`src/rtl/vec_scaling_pkg.sv`:
```
// Shared constants and helpers for the two-stage CORDIC gain compensation pipe.
// The rounding variant is selected with the VEC_SCALING_ROUND_EN macro.
package vec_scaling_pkg;

  localparam int NUM_SHIFTS  = 9;
  localparam int NUM_A_TERMS = 5;
  // K ~= 0.60725 as a sum of 2^-k terms; the first NUM_A_TERMS feed A, the rest feed B.
  localparam int SHIFTS [NUM_SHIFTS] = '{1, 4, 5, 7, 8, 10, 11, 12, 14};

  localparam int GUARD_BITS = 14;
  localparam int ROUND_HALF = 1 << 13;
  localparam int LATENCY    = 2;

  function automatic logic signed [63:0] sext_shr(input logic signed [63:0] x, input int k);
    return x >>> k;
  endfunction

endpackage

```
`src/rtl/vec_scaling_lane.sv`:
```
// One channel of gain compensation: A/B partial sums from the raw sample and the
// final add/select from the stage-1 registers. VEC_SCALING_ROUND_EN selects round half up.
module vec_scaling_lane
  import vec_scaling_pkg::*;
#(
  parameter int CORDIC_WIDTH = 22,
  parameter int SUM_W        = CORDIC_WIDTH + 1
) (
  input  logic signed [CORDIC_WIDTH-1:0] x,
  output logic signed [SUM_W-1:0]        a,
  output logic signed [SUM_W-1:0]        b,
  input  logic signed [SUM_W-1:0]        a_q,
  input  logic signed [SUM_W-1:0]        b_q,
  input  logic signed [CORDIC_WIDTH-1:0] x_q,
  input  logic                           scale_en_q,
  output logic signed [CORDIC_WIDTH-1:0] y
);

  logic signed [SUM_W-1:0]        xe;
  logic signed [SUM_W-1:0]        sum;
  logic signed [CORDIC_WIDTH-1:0] scaled;

  always_comb begin
`ifdef VEC_SCALING_ROUND_EN
    // Pre-scale so every shifted term stays exact; rounding happens once at the end.
    xe = SUM_W'(x) <<< GUARD_BITS;
`else
    xe = SUM_W'(x);
`endif
    a = '0;
    b = '0;
    for (int i = 0; i < NUM_SHIFTS; i++) begin
      if (i < NUM_A_TERMS) a = a + SUM_W'(sext_shr(64'(xe), SHIFTS[i]));
      else                 b = b + SUM_W'(sext_shr(64'(xe), SHIFTS[i]));
    end
  end

  always_comb begin
    sum = a_q + b_q;
`ifdef VEC_SCALING_ROUND_EN
    scaled = CORDIC_WIDTH'(sext_shr(64'(sum + SUM_W'(ROUND_HALF)), GUARD_BITS));
`else
    scaled = CORDIC_WIDTH'(sum);
`endif
    y = scale_en_q ? scaled : x_q;
  end

endmodule

```
`src/rtl/vec_scaling_pipe.sv`:
```
// Two-stage multi-channel CORDIC gain compensation (x * ~0.60725) with valid/ready
// flow control and a sideband tag. VEC_SCALING_ROUND_EN enables round-half-up arithmetic.
module vec_scaling_pipe
  import vec_scaling_pkg::*;
#(
  parameter int CORDIC_WIDTH = 22,
  parameter int NUM_CH       = 2,
  parameter int TAG_W        = 4
) (
  input  logic                           clk,
  input  logic                           rst_n,
  input  logic                           in_valid,
  output logic                           in_ready,
  input  logic                           in_scale_en,
  input  logic [NUM_CH*CORDIC_WIDTH-1:0] in_data,
  input  logic [TAG_W-1:0]               in_tag,
  output logic                           out_valid,
  input  logic                           out_ready,
  output logic [NUM_CH*CORDIC_WIDTH-1:0] out_data,
  output logic [TAG_W-1:0]               out_tag
);

  localparam int W = CORDIC_WIDTH;
`ifdef VEC_SCALING_ROUND_EN
  localparam int SUM_W = W + 1 + GUARD_BITS;
`else
  localparam int SUM_W = W + 1;
`endif

  logic [NUM_CH-1:0][SUM_W-1:0] a_c, b_c, s1_a, s1_b;
  logic [NUM_CH*W-1:0]          s1_x, y_c;
  logic                         s1_valid, s1_scale;
  logic [TAG_W-1:0]             s1_tag;
  logic                         s1_load, s2_load;

  // Handshake: a beat moves on any edge where valid && ready. S2 refills when its
  // beat is taken or empty, S1 when S2 refills or S1 is empty, so bubbles collapse
  // and a full pipe streams one beat per cycle. in_ready never looks at in_valid.
  assign s2_load  = !out_valid || out_ready;
  assign s1_load  = !s1_valid || s2_load;
  assign in_ready = s1_load;

  for (genvar ch = 0; ch < NUM_CH; ch++) begin : g_lane
    vec_scaling_lane #(
      .CORDIC_WIDTH (W),
      .SUM_W        (SUM_W)
    ) u_lane (
      .x          (in_data[ch*W +: W]),
      .a          (a_c[ch]),
      .b          (b_c[ch]),
      .a_q        (s1_a[ch]),
      .b_q        (s1_b[ch]),
      .x_q        (s1_x[ch*W +: W]),
      .scale_en_q (s1_scale),
      .y          (y_c[ch*W +: W])
    );
  end

  always_ff @(posedge clk or negedge rst_n) begin
    if (!rst_n) begin
      s1_valid <= 1'b0;
      s1_scale <= 1'b0;
      s1_tag   <= '0;
      s1_a     <= '0;
      s1_b     <= '0;
      s1_x     <= '0;
    end else if (s1_load) begin
      s1_valid <= in_valid;
      if (in_valid) begin
        s1_scale <= in_scale_en;
        s1_tag   <= in_tag;
        s1_a     <= a_c;
        s1_b     <= b_c;
        s1_x     <= in_data;
      end
    end
  end

  // Data only changes when a real beat arrives, so a stalled output stays stable.
  always_ff @(posedge clk or negedge rst_n) begin
    if (!rst_n) begin
      out_valid <= 1'b0;
      out_data  <= '0;
      out_tag   <= '0;
    end else if (s2_load) begin
      out_valid <= s1_valid;
      if (s1_valid) begin
        out_data <= y_c;
        out_tag  <= s1_tag;
      end
    end
  end

endmodule

```
`config.mk`:
```
export PLATFORM = sky130hd
export DESIGN_NAME = vec_scaling_pipe
export DESIGN_NICKNAME = d
export VERILOG_FILES = /design/src/rtl/vec_scaling_pkg.sv /design/src/rtl/vec_scaling_lane.sv /design/src/rtl/vec_scaling_pipe.sv
export SDC_FILE = /design/constraint.sdc
export NUM_CORES = 1
export LEC_CHECK = 0
export CORE_AREA = 4 4 180 182
export DETAILED_ROUTE_END_ITERATION = 10
export DIE_AREA = 0 0 184 186
export PLACE_DENSITY_LB_ADDON = 0.08
export SYNTH_ARGS = -nofsm -noshare
export SYNTH_HDL_FRONTEND = slang
export SYNTH_SLANG_ARGS = --single-unit
```
`constraint.sdc`:
```
create_clock -name clk -period 2.8 [get_ports clk]
set_clock_uncertainty 0.1 [all_clocks]
set_input_delay 0.28 -clock clk [delete_from_list [all_inputs] [get_ports clk]]
set_output_delay 0.28 -clock clk [all_outputs]
set_load 0.1 [all_outputs]
```
==> summary.md, run 1 <==
| Metric | Value |
|---|---|
| Status | finished, violations left |
| Failing checks | setup timing |
| P_leak | 10.3 nW |
| DRC | 0 |
| Clock Path Buffers | 2 |
| Post-synth design cell area | 15300 sq um |
| Placed insts | 2382 |
| Mapped Cells | 1666 |
| Ports | 103 |
| Yosys top cell by area | dfrtp_1 |
| Top post-synthesis cells by count | inv_1 (221), nand2_1 (217), dfrtp_1 (173) |
| Sw Ratio | 0.490 |
| First-pass GRT wire length | 69.3 mm |
| Clock transition at path regs | 0.07 ns |
| TritonCTS clock tree | done |
| Internal power | 11.1 mW |
| Die footprint | 34200 sq um |
| Unrepaired setup endpoints after global routing | true |
| Antenna viol nets, final | 0 |
| Initial Util | 0.500 |
| Worst slew margin | 0.491 |
| Hold Path Stages | 4 |
| Fmax | 0.275 GHz |
| Average wire per standard cell | 17.0 microns |
| Vias in the first global route | 13572 |
| Setup crit start kind | input port |
| Layout cells sized above 1 | 0.330 |
| Maximum vdd drop | 866 uV |
| Async SR Flop Fraction | 1.00 |
| P per Cell Area | 1040 nW/um^2 |
| Top cells by area, synth | dfrtp_1 (28%), fa_1 (17%), ha_1 (11%) |
| Final std cells w/o fill | 2490 |
| Worst-skew pair later-pin latency | 0.44 ns |
| Clock Power Share | 0.102 |
| Root Driver | clkbuf_16 |
| CORE AREA | 30600 sq um |
| N_diodes | 0 |
| Psw | 10.7 mW |
| CP max stage delay | 0.52 ns |
| Tmin final | 3.64 ns |
| Pin count of the biggest net entering global routing | 67 |
| WS Path Type | input port to flop |
| Vias per cell | 5.33 |
| CTS buffer count | 17 |
| Drt first-iter violations | 677 |
| Endpoint type of the worst setup path | flop |
| Nets@finish | 2402 |
| Count leader, synth | inv_1 |
| Row cnt | 64 |
| Vias post-DR | 13282 |
| Total grt overflow | 0 |
| Netlist cell types | 78 |
| Register share of total power | 0.180 |
| Tightest Pin Transition | 0.764 ns |
| Final worst slack | -0.839 ns |
| Sequential area share after synthesis | 0.283 |
| Ys Warns | 0 |
| I/O Buffers | 102 |
| Critical path arrival | 3.86 ns |
| Setup TNS | -25.01 ns |
| FF+latch count, synth | 173 |
| Hold WC Path Type | input port to flop |
| Slowest CP cell | fa_1 |
| Avg Synthesized Cell Area | 9.19 sq um |
| Post-Syn Nets | 1987 |
| Initial antenna violation count | 0 |
| WP data required | 3.02 ns |
| Gr usage total | 0.252 |
| Synth Flop Type | dfrtp_1 |
| Crit path cell chain | buf_8, clkinvlp_4, buf_4, buf_4, fa_1, inv_1, fa_1, inv_1, fa_1, inv_2, ha_4, o21a_1, o31ai_4, a211o_1, a21oi_2, o21ai_2, a311oi_2, o21ai_1 |
| Detailed Place HPWL | 32.8 mm |
| Count of flip-flops with a built-in enable after synthesis | 0 |
| Die Span X | 184 microns |
| Max-cap violations | 0 |
| # H-tree levels | 4 |
| Final Setup Violations | 51 |
| 1st-pass router iterations | 5 |
| Max-slew violations | 0 |
| Synth top area share | 0.283 |
| Crit-path max FO | 4 |
| Combinational share of power | 0.717 |
| Synth-to-layout area growth | 37.4% |
| Final GP Congestion | 0.887 |
| Hold Vio Cnt, Final | 0 |
| Drt total wl | 42.4 mm |
| R2R cell count | 8 |
| Final Cycle Share | 1.30 |
| CTS Sinks | 173 |
| DIE HEIGHT | 186 microns |
| Crit-path most repeated cell | fa_1 |
[cell usage in the layout (no fill, tap or decap), types with 12 or more instances in the layout]
cell type,n
xor2_1,29
inv_1,156
a21oi_1,74
xnor2_1,26
mux2i_1,17
fa_1,121
clkbuf_16,17
a21o_1,49
dfrtp_1,172
inv_2,48
o21ai_2,16
o21ai_1,52
o21a_1,21
o31ai_2,12
a31oi_1,13
buf_6,57
buf_4,335
ha_1,109
ha_4,23
nand2_1,212
clkdlybuf4s50_1,12
o21ai_0,101
nand3_1,22
a21oi_2,12
nor3_1,15
and3_1,25
nor2_1,46
[through the flow]
| step | power (mW) | util | hold slack, ns | worst slack (ns) | area, sq um |
|---|---|---|---|---|---|
| CTS | 21.2 | 0.673 | 0.0652 | -0.982 | 20600 |
| detailed placement | 17.9 | 0.623 | 0.198 | -1.77 | 19000 |
| finish | 21.8 | 0.688 | 0.0784 | -0.839 | 21000 |
| global placement | 17.7 | 0.623 | 0.193 | -1.68 | 19000 |
| global route | 23.4 | 0.688 | 0.0944 | -0.959 | 21000 |
| floorplan | 13.5 | - | -0.116 | -0.972 | 15700 |
[sequential cells by signal, indices dropped and copies added (netlist names)]
signal	flops
out_data	44
s1_a	44
s1_x	44
s1_b	30
out_tag	4
s1_tag	4
out_valid	1
s1_scale	1
s1_valid	1
[layout make-up]
type	instances	area [sq um]
clock buffers	18	429
clock inverters	14	111
fillers	2425	9550
inverters	221	891
multi-input cells	1219	11000
flip-flops and latches	173	4330
well taps	396	495
repair buffers	449	3820
[power groups by stage]
stage                     registers (mW)  logic (mW)  clock network, mW
final                               3.94        15.7               2.23
after global routing                4.02        17.0               2.38
after CTS                           3.94        15.0               2.28
after detailed placement            3.97        13.9                  0
after global placement              3.96        13.7                  0
after floorplan                     5.94        7.60                  0
[worst max-delay path: cells and delay by family]
family                   cells  cell delay (ns)
adder cells (fa/ha/maj)      4             1.77
AO/OA/AOI/OAI                7             1.23
buffers and inverters        7             0.58
[cells by family after synthesis]
| kind of cell | count (synthesis) | synth area share |
|---|---|---|
| simple gates | 406 | 0.122 |
| mux | 18 | 0.0119 |
| buf+inv | 274 | 0.0678 |
| flops | 173 | 0.283 |
| fa+ha+maj | 268 | 0.283 |
| compound gates | 461 | 0.195 |
| xor+xnor | 66 | 0.0378 |
[repair_timing]
| item | CTS | global route |
|---|---|---|
| setup buffers | 64 | 21 |
| endpoints found under the setup margin | 61 | 61 |
| pin swaps | 153 | 145 |
| endpoints found under the hold margin | 53 | 0 |
| hold buffers | 1 | 0 |
| resized for setup | 304 | 106 |
[final timing paths]
path | startpoint | endpoint | slack [ns]
setup reg to reg | s1_b[1] | out_data[21] | 0.12
hold / removal | in_data[2] | s1_x[2] | 0.08
hold reg to reg | s1_tag[3] | out_tag[3] | 0.36
max in group asynchronous | rst_n | s1_b[26] | 1.58
setup / recovery | in_data[28] | s1_a[44] | -0.84
min in group asynchronous | rst_n | s1_x[1] | 0.28
[per-layer routing]
metal	share of wire	GRT usage
met1	0.48	0.370
met2	0.46	0.402
met3	0.036	0.0340
met4	0.017	0.0544
met5	0	0
Note: power is estimated with default switching activity, not from simulation.
==> run 2: changes to the inputs <==
--- a/config.mk
+++ b/config.mk
@@ -5,6 +5,7 @@
 export SDC_FILE = /design/constraint.sdc
 export NUM_CORES = 1
 export LEC_CHECK = 0
+export CAP_MARGIN = 10
 export CORE_AREA = 4 4 180 182
 export DETAILED_ROUTE_END_ITERATION = 10
 export DIE_AREA = 0 0 184 186
==> results of run 2 <==
No change in the layout: final DEF, timing and power equal those of run 1.
==> run 3: changes to the inputs <==
--- a/config.mk
+++ b/config.mk
@@ -9,6 +9,7 @@
 export CORE_AREA = 4 4 180 182
 export DETAILED_ROUTE_END_ITERATION = 10
 export DIE_AREA = 0 0 184 186
+export GPL_TIMING_DRIVEN = 0
 export PLACE_DENSITY_LB_ADDON = 0.08
 export SYNTH_ARGS = -nofsm -noshare
 export SYNTH_HDL_FRONTEND = slang
==> run 3 against run 2 <==
Effect of this change:
- the run still ends with setup timing left
- cell area is 7.0% lower
- hold slack worse by 0.040 ns
- cell count is 6.8% lower
- flip-flop and latch count stayed put
- critical path depth is 2 lower
- non-clock buffer count is 170 lower
- die area stayed put
- via count is 0.94% lower
- fmax is 3.4% lower
- sequential share of layout area is 1.5 points higher
==> summary.md, run 3 (synthesis results as in run 1) <==
| Metric | Value |
|---|---|
| Status | finished, violations left (unchanged) |
| Failing checks | setup timing (unchanged) |
| Pin count of the biggest net entering global routing | 96 (was 67) |
| Worst r2r src | s1_b[23] (was s1_b[1]) |
| DIE HEIGHT | 186 microns (unchanged) |
| Final worst slack | -0.966 ns (was -0.839 ns) |
| Worst slew margin | 0.275 (was 0.491) |
| Detailed Place HPWL | 34.5 mm (was 32.8 mm) |
| Antenna viol nets, final | 0 (unchanged) |
| Maximum vdd drop | 852 uV (was 866 uV) |
| Initial antenna violation count | 0 (unchanged) |
| Average wire per standard cell | 20.3 microns (was 17.0 microns) |
| N_diodes | 0 (unchanged) |
| First-pass GRT wire length | 72.3 mm (was 69.3 mm) |
| Critical path startpoint | in_data[12] (was in_data[28]) |
| P per Cell Area | 1070 nW/um^2 (was 1040 nW/um^2) |
| Hold slack | 0.0380 ns (was 0.0784 ns) |
| Clock transition at path regs | 0.07 ns (about the same) |
| Unrepaired setup endpoints after global routing | true (unchanged) |
| Placed insts | 2165 (was 2382) |
| Ports | 103 (unchanged) |
| Root Driver | clkbuf_16 (unchanged) |
| TritonCTS clock tree | done (unchanged) |
| Vias post-DR | 13157 (was 13282) |
| DRC | 0 (unchanged) |
| Vias in the first global route | 12844 (was 13572) |
| Tmin final | 3.77 ns (was 3.64 ns) |
| CTS buffer count | 17 (unchanged) |
| Drt first-iter violations | 808 (was 677) |
| Critical path arrival | 3.97 ns (was 3.86 ns) |
| Most common cell after layout, fill and taps aside | nand2_1 (was buf_4) |
| Reg-to-Reg End | out_data[42] (was out_data[21]) |
| Pre-CTS setup slack | -2.37 ns (was -1.77 ns) |
| P_leak | 9.15 nW (was 10.3 nW) |
| Tightest Pin Transition | 1.08 ns (was 0.764 ns) |
| Layout cells sized above 1 | 0.218 (was 0.330) |
| Gr usage total | 0.273 (was 0.252) |
| Setup crit start kind | input port (unchanged) |
| I/O Buffers | 102 (unchanged) |
| Max-cap violations | 0 (unchanged) |
| Final Setup Violations | 48 (was 51) |
| Final Cycle Share | 1.35 (was 1.30) |
| Drt total wl | 47.0 mm (was 42.4 mm) |
| WP data required | 3.00 ns (was 3.02 ns) |
| Final std cells w/o fill | 2320 (was 2490) |
| Final Cell Area | 19600 sq um (was 21000 sq um) |
| Largest registers | out_data: 44 flops, s1_a: 44 flops, s1_x: 44 flops (unchanged) |
| Vias per cell | 5.67 (was 5.33) |
| Endpoint type of the worst setup path | flop (unchanged) |
| Clock Path Buffers | 2 (unchanged) |
| Synth-to-layout area growth | 27.9% (was 37.4%) |
| Final GP Congestion | 0.934 (was 0.887) |
| Hold WC Path Type | input port to flop (unchanged) |
| Worst-skew pair later-pin latency | 0.45 ns (was 0.44 ns) |
| Hold Path Stages | 3 (was 4) |
| Hold Crit Start | in_data[4] (was in_data[2]) |
| # H-tree levels | 4 (unchanged) |
| Initial Util | 0.500 (unchanged) |
| CORE AREA | 30600 sq um (unchanged) |
| FF-to-FF setup slack | 0.08 ns (was 0.12 ns) |
| Die Span X | 184 microns (unchanged) |
| Max-slew violations | 0 (unchanged) |
| R2R cell count | 10 (was 8) |
| Nets@finish | 2232 (was 2402) |
| Hold Vio Cnt, Final | 0 (unchanged) |
| Crit-path max FO | 4 (unchanged) |
| Placed inst area | 17300 sq um (was 19000 sq um) |
| 1st-pass router iterations | 5 (unchanged) |
| Min-Delay Endpoint | s1_x[4] (was s1_x[2]) |
| Fmax | 0.266 GHz (was 0.275 GHz) |
| Most frequent cells in the layout | nand2_1 (214), dfrtp_1 (171), inv_1 (162), fa_1 (120), ha_1 (108) (was buf_4 (335), nand2_1 (212), dfrtp_1 (172), inv_1 (156), fa_1 (121)) |
| Row cnt | 64 (unchanged) |
| CTS Sinks | 173 (unchanged) |
| Total grt overflow | 0 (unchanged) |
| Die footprint | 34200 sq um (unchanged) |
| WS Path Type | input port to flop (unchanged) |
## run 3: cell types whose count changed in the layout (fill, tap and decap cells not counted), moves of 12 or more
cell	previous run	this run
clkinvlp_4	7	19
buf_4	335	95
clkdlybuf4s50_1	12	60
buf_6	57	37
inv_2	48	31
clkbuf_1	1	37
## run 3: worst max path at each step
stage | end | cells after the start | slack [ns]
floorplan | s1_a[19] | 15 | -0.97
global placement | out_valid | 1 | -7.09
detailed placement | s1_a[19] | 16 | -2.37
CTS | s1_a[39] | 17 | -0.90
global route | s1_a[19] | 16 | -1.06
finish | s1_a[19] | 16 | -0.97
## run 3: power by group
part           internal [mW]  switching, mW  total, mW
registers               3.35          0.583       3.93
logic                   5.68           8.87       14.5
clock network           1.32           1.11       2.44
total                   10.3           10.6       20.9
## run 3: critical path, cell delays in order
cell        delay [ns]
buf_12            0.09
clkinvlp_4        0.12
buf_6             0.15
fa_1              0.49
inv_2             0.04
fa_1              0.51
inv_2             0.04
fa_1              0.51
inv_2             0.05
ha_4              0.16
or3_4             0.41
o31ai_4           0.34
a21boi_2          0.14
o31ai_2           0.31
mux2i_1           0.22
o311ai_1          0.12
## run 3: cell type report
| type | count | area [sq um] |
|---|---|---|
| Tap cell | 396 | 495 |
| Timing Repair Buffer | 227 | 2190 |
| Clock inverter | 11 | 119 |
| Buffer | 52 | 213 |
| Inverter | 221 | 925 |
| Clock buffer | 21 | 470 |
| Fill cell | 2537 | 11000 |
| Sequential cell | 173 | 4330 |
| Multi-Input combinational cell | 1219 | 10800 |
## run 3: routing by layer
layer | vias up | global-route usage | wire length (microns)
li1 | 6144 | - | -
met1 | 6600 | 0.420 | 22500
met2 | 365 | 0.416 | 21300
met3 | 48 | 0.0428 | 2600
met4 | 0 | 0.0488 | 621
met5 | - | 0 | 0
## run 3: per-stage QoR
stage                      util  power (mW)  TNS (ns)
final                     0.640        20.9    -25.72
after global placement    0.564        16.5  -1103.19
after floorplan               -        13.5    -24.09
after global routing      0.640        22.3    -31.10
after detailed placement  0.565        16.7    -94.02
after CTS                 0.617        20.0    -23.25
## run 3: repair_timing
item | CTS | global route
gates resized for setup | 333 | 107
hold buffers | 2 | 0
setup buffers | 80 | 47
pin swaps | 104 | 119
hold endpoints to repair | 79 | 0
endpoints found under the setup margin | 64 | 57
